==> src/rtl/branch_unit.sv <==
// Branch resolution stage: compares operands, decodes the condition, and registers
// the taken/mispredict/redirect result one cycle later, with a saturating mispredict count.
module branch_unit #(
  parameter int WID_DATA = 32,
  parameter int WID_PC   = 32,
  parameter int WID_CNT  = 16
) (
  input  logic                clk,
  input  logic                rst,
  input  logic                in_valid,
  input  logic                stall,
  input  logic                flush,
  input  logic [2:0]          funct3,
  input  logic [WID_DATA-1:0] dataA,
  input  logic [WID_DATA-1:0] dataB,
  input  logic [WID_PC-1:0]   pc,
  input  logic [WID_PC-1:0]   target,
  input  logic                pred_taken,
  input  logic                cnt_clr,
  output logic                out_valid,
  output logic                taken,
  output logic                mispredict,
  output logic                illegal,
  output logic                br_eq,
  output logic                br_lt,
  output logic [WID_PC-1:0]   redirect_pc,
  output logic [WID_CNT-1:0]  mispred_cnt
);

  typedef struct packed {
    logic              taken;
    logic              mispredict;
    logic              illegal;
    logic              br_eq;
    logic              br_lt;
    logic [WID_PC-1:0] redirect_pc;
  } res_t;

  res_t res_c, res_q;
  logic accept, signed_cmp;

  assign accept     = in_valid & ~stall & ~flush;
  assign signed_cmp = (funct3[2:1] == 2'b10);

  always_comb begin
    res_c         = '0;
    res_c.br_eq   = (dataA == dataB);
    res_c.br_lt   = signed_cmp ? ($signed(dataA) < $signed(dataB)) : (dataA < dataB);
    res_c.illegal = (funct3[2:1] == 2'b01);
    case (funct3)
      3'b000:  res_c.taken = res_c.br_eq;
      3'b001:  res_c.taken = ~res_c.br_eq;
      3'b100,
      3'b110:  res_c.taken = res_c.br_lt;
      3'b101,
      3'b111:  res_c.taken = ~res_c.br_lt;
      default: res_c.taken = 1'b0;
    endcase
    res_c.mispredict  = ~res_c.illegal & (res_c.taken != pred_taken);
    // pc+4 wraps modulo 2^WID_PC; the carry is simply dropped
    res_c.redirect_pc = res_c.taken ? target : pc + WID_PC'(4);
  end

  always_ff @(posedge clk) begin
    if (rst) begin
      out_valid <= 1'b0;
      res_q     <= '0;
    end else if (flush) begin
      out_valid <= 1'b0;
    end else if (!stall) begin
      out_valid <= in_valid;
      if (in_valid) res_q <= res_c;
    end
  end

  // Count only fresh accepts, so a result held under stall is never recounted
  always_ff @(posedge clk) begin
    if (rst || cnt_clr)
      mispred_cnt <= '0;
    else if (accept && res_c.mispredict && (mispred_cnt != {WID_CNT{1'b1}}))
      mispred_cnt <= mispred_cnt + WID_CNT'(1);
  end

  assign taken       = res_q.taken;
  assign mispredict  = res_q.mispredict;
  assign illegal     = res_q.illegal;
  assign br_eq       = res_q.br_eq;
  assign br_lt       = res_q.br_lt;
  assign redirect_pc = res_q.redirect_pc;

endmodule
==> config.mk <==
export PLATFORM = sky130hd
export DESIGN_NAME = branch_unit
export DESIGN_NICKNAME = d
export VERILOG_FILES = /design/src/rtl/branch_unit.sv
export SDC_FILE = /design/constraint.sdc
export NUM_CORES = 1
export LEC_CHECK = 0
export ABC_CLOCK_PERIOD_IN_PS = 2800
export BUFFER_PORTS_ARGS = -buffer_cell sky130_fd_sc_hd__buf_4
export CAP_MARGIN = 20
export CELL_PAD_IN_SITES_DETAIL_PLACEMENT = 0
export CELL_PAD_IN_SITES_GLOBAL_PLACEMENT = 1
export CORE_ASPECT_RATIO = 0.5
export CORE_MARGIN = 3
export CORE_UTILIZATION = 30
export CTS_BUF_LIST = sky130_fd_sc_hd__clkbuf_16
export DETAILED_ROUTE_END_ITERATION = 16
export PLACE_DENSITY = 0.8
export SYNTH_ARGS = -nofsm -noshare
export SYNTH_HDL_FRONTEND = slang
export SYNTH_SLANG_ARGS = --single-unit
==> constraint.sdc <==
create_clock -name clk -period 2.8 [get_ports clk]
set_input_delay 0.42 -clock clk [delete_from_list [all_inputs] [get_ports clk]]
set_output_delay 0.42 -clock clk [all_outputs]
set_load 0.01 [all_outputs]
---- After elaboration in Yosys (flattened, before gate mapping) ----
Index checks and enable logic that the tools add are counted.
word-level totals
  output and inout port bits .............. 54
  logic and storage cells ................. 41
  flip-flop bits (word level) ............. 54
  input bits .............................. 138
cells by class
  muxes and demuxes ....................... 3
  eq/ne operators ......................... 10
  magnitude comparators ................... 2
  reductions and logical operators ........ 8
  bitwise gates (word level) .............. 8
  add/sub/neg operators ................... 2
operators by type and width
  kind                   number
  $lt 32x32->1           2
  $add 32x3->32 const B  1
  $eq 32x32->1           1
  $mux 32                1
  $add 16x1->16 const B  1
  $ne 16x16->1 const B   1
  $eq 3x3->1 const B     4
  $reduce_or 2->1        3
  $not 1->1              5
  $pmux 1 s4             1
  $and 1x1->1            3
  $eq 3x1->1 const B     1
  $logic_not 3->1        1
  $reduce_and 3->1       1
  $eq 2x1->1 const B     1
  $eq 2x2->1 const B     1
  $logic_and 1x1->1      2
  $logic_or 1x1->1       1
  $mux 1                 1
  $ne 1x1->1             1

---- Depth between registers and ports, before layout ----
  word-level depth ........................ 8
  mapped depth ............................ 13
  mapped depth without buffers ............ 11

---- Worst setup path after synthesis ----
OpenSTA, ideal clock, no wires.
  kind .................................... input-to-reg
  from .................................... in dataB[11]
  to ...................................... reg res_q, in the netlist redirect_pc[21]
  stages .................................. 13
  path slack .............................. -74 ps
  setup time .............................. 134 ps
  required time ........................... 2666 ps
  arrival ................................. 2740 ps
  cells stage by stage .................... inv_1 ha_1 a21oi_2 o21a_1 o2bb2ai_1 o41a_1 or3_4 a21oi_4 nor2b_2 buf_6 buf_6 o221ai_2 a21oi_1
on the way
  longest elaborated chain between the ends .. 5
RTL lines
  element               RTL line  text
  start, declared       15        input logic [WID_DATA-1:0] dataB,
  $lt 32x32->1          48        res_c.br_lt = signed_cmp ? ($signed(dataA) < $signed(dataB)) : (dataA < dataB);
  $mux 1                48
  $not 1->1             56        3'b111: res_c.taken = ~res_c.br_lt;
  $pmux 1 s4 (*)        50        case (funct3)
  $mux 32 (*)           61        res_c.redirect_pc = res_c.taken ? target : pc + WID_PC'(4);
  end signal, assigned  72        if (in_valid) res_q <= res_c;
  end, declared         39        res_t res_c, res_q;
Every way passes the cells marked *; elsewhere a longest branch is shown, timed or not.
A chain may end at the register's enable or synchronous reset.

---- Worst setup path after layout ----
  from .................................... in dataB[1]
  to ...................................... reg res_q, in the netlist redirect_pc[31]
Same word-level chain as after synthesis.

==> results.py <==
metrics = {
    "routing": {
        "wl_per_cell_um": 15.05,
        "vias": 4230,
        "first_iter_violations": 155,
        "drt-total-wl_mm": 13.08,
        "post-route-drc-count": 0,
        "vias_per_cell": 4.868,
        "drt-pass1-iter-count": 4,
        "drtAntennaViolNets": 0,
    },
    "synth": {
        "yosysSeqAreaShare_pct": 26.65,
        "synthesis.area_um2": 4056,
        "synth-seq-cells": 54,
        "netlist_top_cells_area": "dfxtp_1, ha_1, nand2_1",
        "synth_cell_types": 60,
        "syn_area_per_cell_um2": 8.346,
        "yosysTopAreaCell": "dfxtp_1",
        "synthCells": 486,
        "yosysWarnings": 0,
        "synth.top_cell.area_share_pct": 26.65,
        "ys_async_sr_fraction_pct": 0,
        "synth-edff-count": 0,
        "synthesis.nets": 658,
        "synth-main-ff-cell": "dfxtp_1",
    },
    "setup_path": {
        "ff2ff_setup_slack_ns": 0.33,
        "path_cells": "buf_6, inv_4, ha_4, nor2b_4, o211ai_1, a21boi_2, buf_4, o41a_1, or3_4, a21oi_4, or2b_4, clkbuf_16, nand4b_1, o311ai_2",
        "reg2regPathDepth": 9,
        "cp_num_buf_inv": 4,
        "worstSetupStartpoint": "dataB[1]",
        "end_kind": "register",
        "required_ns": 3.00,
        "crit_slowest_cell": "o41a_1",
        "reg2reg_to": "mispred_cnt[7]",
        "crit_path_start_kind": "primary input",
        "cpPeakStageDelay_ns": 0.43,
        "path_max_fanout": 5,
        "rr_startpoint": "mispred_cnt[7]",
        "crit_arrival_ns": 2.99,
        "cpLargestDelayFamily": "compound AO/OA/AOI/OAI gates",
        "crit_type": "in2reg",
    },
    "timing": {
        "hold_viol_final": 0,
        "tightest_slew_ns": 0.9649,
        "period_share_pct": 99.65,
        "whs_ns": 0.2977,
        "maxSlewViolCount": 0,
        "finalSetupViolations": 0,
        "slew_headroom_pct": 35.67,
        "fmax_ghz": 0.3584,
        "period_needed_ns": 2.790,
        "rsz0062_at_grt": "true",
        "finClkSkew_ns": 0.005550,
    },
    "min_path": {
        "hold_path_class": "in2reg",
        "whs_endpoint": "out_valid",
        "hold_start": "flush",
        "worstHoldPathCells": 2,
    },
    "finish": {
        "syn_to_final_growth_pct": 53.86,
        "drive_gt1_share_pct": 40.63,
        "nFillCells": 1292,
        "final_cell_mix": "buf_4, nand2_1, dfxtp_1, inv_1, nor2_1",
        "utilization_pct": 48.18,
        "final_common_cell": "buf_4",
        "nets": 870,
        "diodes": 0,
    },
    "global_routing": {
        "antenna_found_initial": 0,
        "grt_pass1_wl_mm": 19.86,
        "grt_max_degree": 45,
        "grt_overflow_total": 0,
        "grt_pass1_vias": 3988,
        "grt_use_total_pct": 16.22,
    },
    "placed_design": {
        "portBuffers": 191,
        "gp_congestion": 0.8006,
        "hpwl_mm": 10.27,
    },
    "cts": {
        "clk_pin_slew_worst_paths_ns": 0.07,
        "cts_tree": "yes",
        "clk-insertion-delay-late_ns": 0.30,
        "htree_levels": 2,
        "clock_path_buffers": 2,
        "root_buffer": "clkbuf_16",
        "postCtsHoldBufs": 0,
        "cts_buffers": 5,
        "clock-sinks": 54,
    },
    "power": {
        "ir_drop_mv": 0.2549,
        "power_density_nw_per_um2": 340.1,
        "p_leak_nw": 2.821,
    },
    "die": {
        "row_count": 29,
        "die_area_um2": 15040,
        "start_util_pct": 31.31,
        "die_w_um": 170.4,
        "fp.dieH_um": 88.23,
        "core_area_um2": 12950,
        "io_pins": 192,
    },
    "job": {
        "drv_cap": 0,
    },
    "outcome": {
        "status": "complete, no violations",
    },
}
[report_power, final]
part,internal (mW),switching [mW],total (mW)
clock,0.336,0.314,0.650
combinational,0.363,0.302,0.665
sequential,0.792,0.0157,0.808
[worst max-delay path by stage]
| stage | to | slack, ns | cells after the start |
|---|---|---|---|
| 3_5_place_dp | mispred_cnt[9] | -0.32 | 13 |
| 2_1_floorplan | redirect_pc[21] | 0.01 | 13 |
| 3_3_place_gp | mispred_cnt[15] | -0.27 | 12 |
| 4_1_cts | mispred_cnt[11] | -0.005 | 13 |
| 5_1_grt | redirect_pc[31] | -0.13 | 14 |
| 6_report | redirect_pc[31] | 0.01 | 14 |
[flip-flops by register name, summed over array words and instances, names as in the netlist]
signal and cells:
redirect_pc 32, mispred_cnt 16, br_eq 1, br_lt 1, illegal 1, mispredict 1
out_valid 1, taken 1
[cells in the mapped netlist (all sizes together), types with 11 or more instances]
| cell | n |
|---|---|
| dfxtp | 54 |
| mux2i | 16 |
| nand3 | 16 |
| xnor2 | 24 |
| xor2 | 16 |
| nor2 | 33 |
| nand2 | 60 |
| o21ai | 16 |
| a21oi | 30 |
| inv | 38 |
| ha | 34 |
| and3 | 20 |
| clkbuf | 14 |
| nand4 | 11 |
[through the flow]
step / power (mW) / TNS (ns) / setup WS (ns) / area, µm² / cells
6_report: 2.123 / 0 / 0.009710 / 6241 / 869
5_1_grt: 2.240 / -2.341 / -0.1320 / 6241 / 869
4_1_cts: 2.090 / -0.004607 / -0.004607 / 6017 / 862
3_5_place_dp: 1.438 / -9.845 / -0.3153 / 5868 / 854
3_3_place_gp: 1.434 / -8.494 / -0.2677 / 5868 / 854
2_1_floorplan: 1.117 / 0 / 0.01473 / 4069 / 486
[layout make-up]
cell class	instances	area (µm²)	area share [%]
clock inverter	3	23.77	0.3809
tap	170	212.7	3.408
sequential	54	1081	17.32
multi-input combinational	374	2884	46.21
clock buffer	5	125.1	2.005
timing repair buffer	225	1769	28.35
inverter	38	145.1	2.326
[layer usage]
metal	vias up	GRT usage (%)	share of wire, %
met3	6	2.856	5.0
met1	1956	20.59	45
met2	97	29.59	49
met5	-	0	0
met4	0	2.870	0.83
li1	2171	-	-
[cell families (layout without fill, tap and decap cells)]
group                      Yosys count  after routing  synth area share, %
AOI/OAI and AO/OA                   91             91                17.92
xor gates and xnor gates            40             40                8.636
adders and majority gates           34             34                10.49
buffers and inverters               58            271                6.231
DFF                                 54             54                26.65
muxes                               16             16                3.948
and+or+nand+nor                    193            193                26.13
[worst reg2reg max path: cells and delay by family, from the launching register on]
family	cells	cell delay, ns
buf+inv	1	0.18
xor+xnor	1	0.10
simple gates	5	0.91
flops	1	0.36
compound gates	2	0.81
[repair_timing]
action	4_1_cts	5_1_grt
pin swaps	1	27
endpoints found under the setup margin	3	44
resized for setup	0	23
cloned	0	2
buffers inserted	0	6
Note: power is estimated with default switching activity, not from simulation.
